--- src/rtl/npc_pkg.sv ---
// Shared encodings, FSM states and immediate decoding for the multi-cycle NPC core.
package npc_pkg;

    localparam logic [6:0] OP_IMM = 7'b0010011;
    localparam logic [6:0] OP     = 7'b0110011;
    localparam logic [6:0] LUI    = 7'b0110111;
    localparam logic [6:0] AUIPC  = 7'b0010111;
    localparam logic [6:0] JAL    = 7'b1101111;
    localparam logic [6:0] JALR   = 7'b1100111;
    localparam logic [6:0] SYSTEM = 7'b1110011;

    localparam logic [31:0] EBREAK = 32'h0010_0073;

    typedef enum logic [1:0] {FETCH, EXEC, WB, HALT} state_e;

    typedef enum logic [1:0] {IMM_I, IMM_U, IMM_J} imm_fmt_e;

    function automatic logic [31:0] imm_gen(input logic [31:0] inst, input imm_fmt_e fmt);
        logic [31:0] imm;
        case (fmt)
            IMM_I:   imm = {{20{inst[31]}}, inst[31:20]};
            IMM_U:   imm = {inst[31:12], 12'h000};
            IMM_J:   imm = {{11{inst[31]}}, inst[31], inst[19:12], inst[20], inst[30:21], 1'b0};
            default: imm = '0;
        endcase
        return imm;
    endfunction

endpackage

--- src/rtl/regfile_np.sv ---
// Architectural register file: two combinational read ports, one synchronous write port.
module regfile_np #(
    parameter int NREGS = 32,
    parameter int W     = 32,
    localparam int AW   = $clog2(NREGS)
) (
    input  logic          clk,
    input  logic          rst_n,
    input  logic [AW-1:0] raddr1,
    input  logic [AW-1:0] raddr2,
    output logic [W-1:0]  rdata1,
    output logic [W-1:0]  rdata2,
    input  logic          we,
    input  logic [AW-1:0] waddr,
    input  logic [W-1:0]  wdata
);

    logic [NREGS-1:0][W-1:0] regs_q, regs_d;

    // x0 is never written, so its slot stays at the cleared value
    always_comb begin
        regs_d = regs_q;
        if (we && waddr != '0) regs_d[waddr] = wdata;
    end

    always_ff @(posedge clk or negedge rst_n) begin
        if (!rst_n) regs_q <= '0;
        else        regs_q <= regs_d;
    end

    assign rdata1 = (raddr1 == '0) ? '0 : regs_q[raddr1];
    assign rdata2 = (raddr2 == '0) ? '0 : regs_q[raddr2];

endmodule

--- src/rtl/npc_mc.sv ---
// Multi-cycle RV32I-subset core: FETCH over valid/ready, EXEC, WB; halts on ebreak or illegal op.
module npc_mc
    import npc_pkg::*;
#(
    parameter logic [31:0] RESET_PC = 32'h8000_0000,
    parameter int          NREGS    = 32
) (
    input  logic        clk,
    input  logic        rst,
    output logic        if_valid,
    output logic [31:0] if_addr,
    input  logic        if_ready,
    input  logic [31:0] if_inst,
    output logic [31:0] pc,
    output logic        commit,
    output logic [31:0] alu_result,
    output logic        halt,
    output logic        trap
);

    localparam int AW = $clog2(NREGS);

    state_e      state_q, state_d;
    logic [31:0] pc_q, pc_d, ir_q, ir_d, res_q, res_d, npc_q, npc_d;
    logic        halt_q, halt_d, trap_q, trap_d;

    logic [6:0]  opcode, funct7;
    logic [4:0]  rd, rs1, rs2;
    logic [2:0]  funct3;
    logic [31:0] rs1_val, rs2_val, exe_res, exe_npc;
    logic        legal, is_ebreak, rd_used, rs1_used, rs2_used;

    assign opcode = ir_q[6:0];
    assign rd     = ir_q[11:7];
    assign funct3 = ir_q[14:12];
    assign rs1    = ir_q[19:15];
    assign rs2    = ir_q[24:20];
    assign funct7 = ir_q[31:25];

    regfile_np #(.NREGS(NREGS), .W(32)) u_rf (
        .clk    (clk),
        .rst_n  (rst),
        .raddr1 (rs1[AW-1:0]),
        .raddr2 (rs2[AW-1:0]),
        .rdata1 (rs1_val),
        .rdata2 (rs2_val),
        .we     (state_q == WB),
        .waddr  (rd[AW-1:0]),
        .wdata  (res_q)
    );

    always_comb begin
        exe_res   = '0;
        exe_npc   = pc_q + 32'd4;
        legal     = 1'b1;
        is_ebreak = 1'b0;
        rd_used   = 1'b1;
        rs1_used  = 1'b0;
        rs2_used  = 1'b0;
        case (opcode)
            OP_IMM: begin
                legal    = (funct3 == 3'b000);
                rs1_used = 1'b1;
                exe_res  = rs1_val + imm_gen(ir_q, IMM_I);
            end
            OP: begin
                legal    = (funct3 == 3'b000) && (funct7 == 7'b0000000);
                rs1_used = 1'b1;
                rs2_used = 1'b1;
                exe_res  = rs1_val + rs2_val;
            end
            LUI:   exe_res = imm_gen(ir_q, IMM_U);
            AUIPC: exe_res = pc_q + imm_gen(ir_q, IMM_U);
            JAL: begin
                exe_res = pc_q + 32'd4;
                exe_npc = pc_q + imm_gen(ir_q, IMM_J);
            end
            JALR: begin
                legal    = (funct3 == 3'b000);
                rs1_used = 1'b1;
                exe_res  = pc_q + 32'd4;
                exe_npc  = (rs1_val + imm_gen(ir_q, IMM_I)) & ~32'h1;
            end
            SYSTEM: begin
                rd_used   = 1'b0;
                is_ebreak = (ir_q == EBREAK);
                legal     = is_ebreak;
            end
            default: begin
                legal   = 1'b0;
                rd_used = 1'b0;
            end
        endcase
        // RV32E: only fields the instruction actually uses can fault
        if (NREGS == 16 && ((rd_used && rd[4]) || (rs1_used && rs1[4]) || (rs2_used && rs2[4])))
            legal = 1'b0;
    end

    always_comb begin
        state_d = state_q;
        pc_d    = pc_q;
        ir_d    = ir_q;
        res_d   = res_q;
        npc_d   = npc_q;
        halt_d  = halt_q;
        trap_d  = trap_q;
        case (state_q)
            FETCH: begin
                if (if_ready) begin
                    ir_d    = if_inst;
                    state_d = EXEC;
                end
            end
            EXEC: begin
                if (!legal) begin
                    trap_d  = 1'b1;
                    halt_d  = 1'b1;
                    state_d = HALT;
                end else if (is_ebreak) begin
                    halt_d  = 1'b1;
                    state_d = HALT;
                end else begin
                    res_d   = exe_res;
                    npc_d   = exe_npc;
                    state_d = WB;
                end
            end
            WB: begin
                pc_d    = npc_q;
                state_d = FETCH;
            end
            default: state_d = HALT;
        endcase
    end

    always_ff @(posedge clk or negedge rst) begin
        if (!rst) begin
            state_q <= FETCH;
            pc_q    <= RESET_PC;
            ir_q    <= '0;
            res_q   <= '0;
            npc_q   <= '0;
            halt_q  <= 1'b0;
            trap_q  <= 1'b0;
        end else begin
            state_q <= state_d;
            pc_q    <= pc_d;
            ir_q    <= ir_d;
            res_q   <= res_d;
            npc_q   <= npc_d;
            halt_q  <= halt_d;
            trap_q  <= trap_d;
        end
    end

    // res_q is loaded on entry to WB, so alu_result is already valid during the commit pulse
    assign if_valid   = (state_q == FETCH);
    assign if_addr    = pc_q;
    assign pc         = pc_q;
    assign commit     = (state_q == WB);
    assign alu_result = res_q;
    assign halt       = halt_q;
    assign trap       = trap_q;

endmodule

--- config.mk ---
export PLATFORM = sky130hd
export DESIGN_NAME = npc_mc
export DESIGN_NICKNAME = d
export VERILOG_FILES = /design/src/rtl/npc_pkg.sv /design/src/rtl/regfile_np.sv /design/src/rtl/npc_mc.sv
export SDC_FILE = /design/constraint.sdc
export NUM_CORES = 2
export LEC_CHECK = 0
export CELL_PAD_IN_SITES_DETAIL_PLACEMENT = 1
export CELL_PAD_IN_SITES_GLOBAL_PLACEMENT = 2
export CORE_MARGIN = 3
export CORE_UTILIZATION = 49
export DETAILED_ROUTE_END_ITERATION = 8
export GPL_ROUTABILITY_DRIVEN = 0
export PLACE_DENSITY_LB_ADDON = 0.1
export SYNTH_ARGS = -nofsm -noshare
export SYNTH_HDL_FRONTEND = slang
export SYNTH_HIERARCHICAL = 1
export SYNTH_SLANG_ARGS = --single-unit
--- constraint.sdc ---
create_clock -name clk -period 9.9 [get_ports clk]
set_input_delay 1.485 -clock clk [delete_from_list [all_inputs] [get_ports clk]]
set_output_delay 1.485 -clock clk [all_outputs]
set_load 0.005 [all_outputs]
# ---- Word level (Yosys, flattened, before mapping)
# Cells that the tools add are included.
dict set report op_classes {
  add_sub_neg 6
  order_cmp 4
  n_eq_ne 12
  muxes 23
  bitwise 2
  n_reduce_logical 16
}
# cell count
set ops {}
lappend ops {{1024-bit bitwise mux} 1}
lappend ops {{32-bit binary-select mux with 5-bit select} 2}
lappend ops {{32-bit two-way mux} 9}
lappend ops {{32-bit adder} 5}
lappend ops {{32-bit demux with 5-bit select} 1}
lappend ops {{32-bit case mux with 5 select lines} 1}
lappend ops {{32-bit case mux with 2 select lines} 1}
lappend ops {{32-bit by 3-bit adder with 32-bit output, second input constant} 1}
lappend ops {{32-bit by 21-bit equality test with 1-bit output, second input constant} 1}
lappend ops {{7-bit equality test, second input constant} 3}
lappend ops {{5-bit by 6-bit < comparator with 1-bit output, second input constant} 3}
lappend ops {{7-bit by 5-bit equality test with 1-bit output, second input constant} 2}
lappend ops {{7-bit by 6-bit equality test with 1-bit output, second input constant} 2}
lappend ops {{5-bit zero test} 2}
lappend ops {{7-bit zero test} 1}
lappend ops {{2-bit case mux with 3 select lines} 1}
lappend ops {{2-bit AND reduction} 3}
lappend ops {{5-bit by 1-bit greater-or-equal comparator with 1-bit output, second input constant} 1}
lappend ops {{1-bit two-way mux} 5}
lappend ops {{5-bit nonzero test} 1}
lappend ops {{2-bit by 1-bit != test with 1-bit output, second input constant} 2}
lappend ops {{1-bit case mux with 4 select lines} 1}
lappend ops {{2-bit OR reduction} 2}
lappend ops {{1-bit logical AND} 3}
lappend ops {{8 further kinds} 9}
dict set report totals {
  ff_bits 1156
  input_bits 35
  output_inout_bits 100
  word_cells 102
}

# ---- Logic depth before layout (Yosys ltp)
dict set report depth {
  word_depth 5
  ltp_mapped 18
  ltp_nobuf 15
}

# ---- Hierarchy
# Netlist, hierarchy kept.
# mod instances cells_per_inst area_per_inst_um2 seq_area_each_um2
set modules_own_cells {}
lappend modules_own_cells {regfile_np 1 3613 54746.3 25624.6}
lappend modules_own_cells {npc_mc 1 1641 13390.3 3304.4}

# ---- Least setup slack after synthesis
# Ideal clock, no wire load.
dict set report synth_timing {
  kind {flip-flop to flip-flop}
  start {register ir_q[20]}
  end {register res_q[30], in the netlist alu_result[30]}
  setup_time_ns 0.082
  arrival_time_ns 4.108
  t_required_ns 9.818
  setup_slack_ns 5.710
  stages_incl_launch_ff 17
  n_path_buf 2
  period_less_slack_ns 4.190
  cell_sequence {dfrtp_1 -> buf_2 -> buf_4 -> mux4_2 -> nor2b_1 -> a211oi_1 -> a311oi_1 -> ha_1 -> fa_1 -> a21o_1 -> a31oi_1 -> o211ai_2 -> a2111oi_2 -> nor2_1 -> a21oi_1 -> mux2_1 -> a31oi_1}
}
dict set report synth_between {
  elab_chain_cells 5
  elab_cells_between_ends 15
  classes_between {3 x add/sub; 1 x eq/ne; 8 x mux; 1 x bitwise; 2 x reduce/logical}
}
# item line_no
set synth_rtl {}
lappend synth_rtl {{start: declaration} npc_mc.sv:24} ;# logic [31:0] pc_q, pc_d, ir_q, ir_d, res_q, res_d, npc_q, npc_d;
lappend synth_rtl {{start signal: assignment} npc_mc.sv:148} ;# ir_q <= ir_d;
lappend synth_rtl {{32-bit binary-select mux with 5-bit select} regfile_np.sv:32} ;# assign rdata2 = (raddr2 == '0) ? '0 : regs_q[raddr2];
lappend synth_rtl {{32-bit two-way mux (implied by the code)} regfile_np.sv:32}
lappend synth_rtl {{32-bit two-way mux (*)} regfile_np.sv:32}
lappend synth_rtl {{via rs2_val[0]} npc_mc.sv:30} ;# logic [31:0] rs1_val, rs2_val, exe_res, exe_npc;
lappend synth_rtl {{32-bit adder (*)} npc_mc.sv:70} ;# exe_res = rs1_val + rs2_val;
lappend synth_rtl {{32-bit case mux with 5 select lines (*)} npc_mc.sv:60} ;# case (opcode)
lappend synth_rtl {{end signal: assignment} npc_mc.sv:149} ;# res_q <= res_d;
lappend synth_rtl {{end: declaration} npc_mc.sv:24}
# Mark *: on every way through the listed nets, which the timed path passes. The rest lies on a longest branch. The select of a mux whose other input is x is not followed.
# A chain may end at the register's enable or synchronous reset.

# ---- Worst setup path in the final report
dict set report layout_timing {
  start {register ir_q[15]}
  end {register npc_q[28]}
}
dict set report layout_between {
  elab_chain_cells 5
  elab_cells_between_ends 13
  classes_between {2 x add/sub; 1 x eq/ne; 7 x mux; 1 x bitwise; 2 x reduce/logical}
}
# item line_no
set layout_rtl {}
lappend layout_rtl {{32-bit binary-select mux with 5-bit select} regfile_np.sv:31} ;# assign rdata1 = (raddr1 == '0) ? '0 : regs_q[raddr1];
lappend layout_rtl {{32-bit two-way mux (implied by the code)} regfile_np.sv:31}
lappend layout_rtl {{32-bit two-way mux (*)} regfile_np.sv:31}
lappend layout_rtl {{via rs1_val[0]} npc_mc.sv:30}
lappend layout_rtl {{32-bit adder (*)} npc_mc.sv:82} ;# exe_npc = (rs1_val + imm_gen(ir_q, IMM_I)) & ~32'h1;
lappend layout_rtl {{32-bit case mux with 2 select lines (*)} npc_mc.sv:60}
lappend layout_rtl {{end signal: assignment} npc_mc.sv:150} ;# npc_q <= npc_d;
lappend layout_rtl {{end: declaration} npc_mc.sv:24}
# Marks and branches as above.

==> impl_metrics.prom <==
# TYPE chip_impl_metric gauge
chip_impl_info{name="grt_busiest_layer",value="met2"} 1
chip_impl_metric{name="vias",unit=""} 48710
chip_impl_metric{name="synth_nets",unit=""} 5397
chip_impl_info{name="cts-root-buf",value="sky130_fd_sc_hd__clkbuf_16"} 1
chip_impl_info{name="status",value="complete, but fails checks"} 1
chip_impl_metric{name="globalRouteOverflowTotal",unit=""} 0
chip_impl_metric{name="hold_viol_final",unit=""} 0
chip_impl_metric{name="timing.slew.headroom",unit=""} -0.05916
chip_impl_metric{name="yosysWarnings",unit=""} 6
chip_impl_metric{name="die_x",unit="um"} 378.9
chip_impl_metric{name="drv_cap",unit=""} 2
chip_impl_metric{name="die_area",unit="um^2"} 143600
chip_impl_metric{name="reg2reg_setup_slack",unit="ps"} 3200
chip_impl_metric{name="synth.avg_cell_area",unit="um^2"} 12.97
chip_impl_metric{name="clock_sinks",unit=""} 1156
chip_impl_info{name="cp_capture_type",value="register"} 1
chip_impl_info{name="tritoncts",value="built"} 1
chip_impl_metric{name="postSynthCellCount",unit=""} 5254
chip_impl_metric{name="finalSetupViolCount",unit=""} 0
chip_impl_metric{name="clk_skew",unit="ps"} 26.35
chip_impl_metric{name="setup_tns",unit="ps"} 0
chip_impl_metric{name="clock_latency",unit="ps"} 790
chip_impl_metric{name="clk_transition_reported_paths",unit="ps"} 60
chip_impl_metric{name="number_of_fill_cells",unit=""} 13460
chip_impl_metric{name="core",unit="um^2"} 137800
chip_impl_metric{name="io_pins",unit=""} 135
chip_impl_metric{name="place.detailed.instances",unit=""} 6787
chip_impl_metric{name="critPathRequiredTime",unit="ps"} 10560
chip_impl_metric{name="pin_count_of_the_biggest_net_entering_global_routing",unit=""} 174
chip_impl_info{name="reg2reg_capture_point",value="npc_q[28]"} 1
chip_impl_metric{name="global_route.usage.met1",unit=""} 0.4709
chip_impl_info{name="timing.hold.worst.class",value="register to register"} 1
chip_impl_metric{name="cts-buffers-inserted",unit=""} 134
chip_impl_metric{name="synth_enable_flop_cells",unit=""} 0
chip_impl_metric{name="io_buffers",unit=""} 134
chip_impl_metric{name="drt-wirelength-per-cell",unit="um"} 35.73
chip_impl_info{name="violations_in_the_final_reports",value="capacitance limit, slew limit"} 1
chip_impl_metric{name="vias_per_cell",unit=""} 6.925
chip_impl_info{name="capturing_element_of_the_worst_setup_path",value="npc_q[28]"} 1
chip_impl_metric{name="groute.layer.met3.usage",unit=""} 0.06090
chip_impl_metric{name="design.final.nets",unit=""} 5272
chip_impl_info{name="final_cell_mix",value="1144 x sky130_fd_sc_hd__dfrtp_1, 1086 x sky130_fd_sc_hd__mux2_2, 448 x sky130_fd_sc_hd__mux4_2"} 1
chip_impl_info{name="worst_setup_path_startpoint",value="ir_q[15]"} 1
chip_impl_info{name="synth_area_leader_cell",value="sky130_fd_sc_hd__dfrtp_1"} 1
chip_impl_metric{name="critical_path_at",unit="ps"} 7360
chip_impl_metric{name="p_leak",unit="uW"} 0.03365
chip_impl_metric{name="number_of_antenna_violations_at_the_first_check_in_global_routing",unit=""} 8
chip_impl_metric{name="dr.pass1.iters",unit=""} 5
chip_impl_metric{name="synth_largest_type_area_fraction",unit=""} 0.4242
chip_impl_metric{name="achievable-frequency",unit="MHz"} 149.2
chip_impl_metric{name="seq_area_frac_synth",unit=""} 0.4246
chip_impl_metric{name="overall_global_routing_usage",unit=""} 0.3507
chip_impl_metric{name="final_layout_size_suffix_gt1_frac",unit=""} 0.3826
chip_impl_metric{name="synth.lib_cells_used.distinct",unit=""} 100
chip_impl_metric{name="finalCriticalPeriod",unit="ps"} 6703
chip_impl_metric{name="detailed_place_hpwl",unit="um"} 159200
chip_impl_info{name="synthFlopType",value="sky130_fd_sc_hd__dfrtp_1"} 1
chip_impl_metric{name="start_util",unit=""} 0.4943
chip_impl_metric{name="clockBufferDepth",unit=""} 3
chip_impl_metric{name="met2_usage",unit=""} 0.5550
chip_impl_metric{name="post_synth_instance_area",unit="um^2"} 68140
chip_impl_metric{name="finalHoldWorstSlack",unit="ps"} 394.3
chip_impl_metric{name="worst_r2r_path_depth",unit=""} 16
chip_impl_info{name="rsz0062_at_grt",value="false"} 1
chip_impl_metric{name="synth_async_sr_flop_share",unit=""} 1.000
chip_impl_metric{name="first_iter_violations",unit=""} 4444
chip_impl_metric{name="die_h",unit="um"} 378.9
chip_impl_metric{name="number_of_global_route_vias_before_repair",unit=""} 50190
chip_impl_metric{name="critical_path_peak_fanout",unit=""} 52
chip_impl_info{name="final_common_cell",value="sky130_fd_sc_hd__dfrtp_1"} 1
chip_impl_metric{name="post_cts.resized_instances",unit=""} 0
chip_impl_metric{name="drc",unit=""} 0
chip_impl_info{name="ys_top_cells_by_area",value="sky130_fd_sc_hd__dfrtp_1 42%, sky130_fd_sc_hd__mux2_2 18%, sky130_fd_sc_hd__mux4_2 15%, sky130_fd_sc_hd__mux2i_1 2.2%, sky130_fd_sc_hd__ha_1 1.9%"} 1
chip_impl_metric{name="area_delta_synth_final",unit="%"} 9.802
chip_impl_metric{name="layoutNonFillerInstCount",unit=""} 7034
chip_impl_metric{name="flops_latches_synth",unit=""} 1156
chip_impl_metric{name="peakVddDrop",unit="uV"} 212.5
chip_impl_info{name="r2r_start",value="ir_q[15]"} 1
chip_impl_metric{name="min_period_over_period",unit=""} 0.6771
chip_impl_metric{name="tightest_slew",unit="ps"} 1578
chip_impl_metric{name="cts.repair_timing.setup_buffer_count",unit=""} 0
chip_impl_metric{name="drv_slew",unit=""} 3
chip_impl_metric{name="routed_wirelength",unit="um"} 251300
chip_impl_metric{name="power_density_over_the_cells",unit="nW/um^2"} 250.1
chip_impl_metric{name="detail-route-antenna-nets",unit=""} 0
chip_impl_metric{name="placement_rows",unit=""} 136
chip_impl_metric{name="hold_buffers",unit=""} 0
chip_impl_info{name="criticalPathCategory",value="register to register"} 1
chip_impl_info{name="worstSetupStartpointType",value="register"} 1
chip_impl_metric{name="cts_max_level",unit=""} 4
chip_impl_metric{name="grt_pass1_wl",unit="um"} 364700
## cell usage after synthesis, types with 21 or more instances
cell / instances
sky130_fd_sc_hd__a211oi_1: 93
sky130_fd_sc_hd__a21o_1: 46
sky130_fd_sc_hd__a21oi_1: 148
sky130_fd_sc_hd__a221oi_1: 73
sky130_fd_sc_hd__a22oi_1: 66
sky130_fd_sc_hd__a311oi_1: 68
sky130_fd_sc_hd__buf_2: 154
sky130_fd_sc_hd__buf_4: 91
sky130_fd_sc_hd__buf_6: 39
sky130_fd_sc_hd__clkbuf_1: 252
sky130_fd_sc_hd__dfrtp_1: 1155
sky130_fd_sc_hd__ha_1: 104
sky130_fd_sc_hd__inv_1: 30
sky130_fd_sc_hd__mux2_1: 34
sky130_fd_sc_hd__mux2_2: 1086
sky130_fd_sc_hd__mux2i_1: 151
sky130_fd_sc_hd__mux4_2: 448
sky130_fd_sc_hd__nand2_1: 187
sky130_fd_sc_hd__nand2b_1: 21
sky130_fd_sc_hd__nand3_1: 58
sky130_fd_sc_hd__nand4_1: 27
sky130_fd_sc_hd__nor2_1: 149
sky130_fd_sc_hd__nor2b_1: 76
sky130_fd_sc_hd__nor3_1: 31
sky130_fd_sc_hd__o2111ai_1: 27
sky130_fd_sc_hd__o21ai_0: 148
sky130_fd_sc_hd__o21ai_1: 101
sky130_fd_sc_hd__xnor2_1: 59
sky130_fd_sc_hd__xor2_1: 43
## flip-flops by register name (all words and copies together) (netlist names)
signal	cells
state_q	2
npc_q	32
trap	1
alu_result	32
halt	1
ir_q	32
if_addr	32
u_rf/regs_q	1024
## how the worst min path moves through the flow
stage | startpoint | end | slack [ps] | cells past startpoint
6_report | u_rf/regs_q[28] | u_rf/regs_q[28] | 390 | 0
5_1_grt | u_rf/regs_q[11] | u_rf/regs_q[11] | 410 | 0
4_1_cts | u_rf/regs_q[10] | u_rf/regs_q[10] | 400 | 0
3_5_place_dp | u_rf/regs_q[10] | u_rf/regs_q[10] | 380 | 0
3_3_place_gp | u_rf/regs_q[24] | u_rf/regs_q[24] | 380 | 0
2_1_floorplan | npc_q[5] | npc_q[5] | 430 | 2
## metrics by stage
step                      setup WS, ps  utilization  power, uW  instance area [um^2]
after floorplan                   5710            -      10490                 68140
after global placement            3500       0.5101      13490                 70310
after detailed placement          3415       0.5101      13560                 70310
after CTS                         3363       0.5427      18640                 74800
after global routing              2892       0.5427      19480                 74800
final                             3197       0.5428      18710                 74820
## final cells by class
| cell class | instances | area, um^2 | share of cell area |
|---|---|---|---|
| multi-input combinational | 3519 | 36350 | 0.4859 |
| sequential | 1156 | 28960 | 0.3871 |
| clock buffer | 204 | 4048 | 0.05410 |
| timing repair buffer | 286 | 2625 | 0.03509 |
| tap | 1794 | 2245 | 0.03000 |
| clock inverter | 38 | 447.9 | 0.005987 |
| inverter | 32 | 125.1 | 0.001672 |
| antenna | 5 | 12.51 | 0.0001672 |
## per-layer routing
| metal | routed length, um | part of all wire | vias to the layer above |
|---|---|---|---|
| met4 | 13510 | 0.054 | 0 |
| li1 | - | - | 19910 |
| met5 | 0 | 0 | - |
| met3 | 16960 | 0.067 | 534 |
| met2 | 117000 | 0.47 | 1957 |
| met1 | 103800 | 0.41 | 26310 |
## report_power, final
part           internal (uW)  leakage, uW  switching [uW]
combinational           2720       0.0154            5560
sequential              4940       0.0160             436
clock                   2950      0.00222            2110
## kinds of logic (layout without fill, tap and decap cells)
| logic type | count (synthesis) | after routing | synth area share |
|---|---|---|---|
| flip-flops | 1156 | 1156 | 0.4246 |
| AND/OR/NAND/NOR | 662 | 662 | 0.04864 |
| multiplexers | 1719 | 1719 | 0.3554 |
| adder cells (fa/ha/maj) | 108 | 108 | 0.02027 |
| AO/OA/AOI/OAI | 928 | 928 | 0.09295 |
| XOR/XNOR | 102 | 102 | 0.01311 |
| other | 0 | 5 | 0 |
| buffers and inverters | 579 | 560 | 0.04508 |
## worst max-delay path: stages (launching register included)
cell                       delay (ps)
sky130_fd_sc_hd__dfrtp_4          820
sky130_fd_sc_hd__buf_12           460
sky130_fd_sc_hd__and2_1           600
sky130_fd_sc_hd__buf_4            470
sky130_fd_sc_hd__a22oi_1          130
sky130_fd_sc_hd__a311oi_1        1070
sky130_fd_sc_hd__ha_1             370
sky130_fd_sc_hd__inv_1             70
sky130_fd_sc_hd__fa_1             400
sky130_fd_sc_hd__nand2b_1         180
sky130_fd_sc_hd__a21oi_1          350
sky130_fd_sc_hd__o21ai_1          230
sky130_fd_sc_hd__a211o_1          400
sky130_fd_sc_hd__a211oi_1         380
sky130_fd_sc_hd__o21ai_0          160
sky130_fd_sc_hd__a31oi_1          240
sky130_fd_sc_hd__a21oi_1          100
Power figures use the tool's default switching activity.
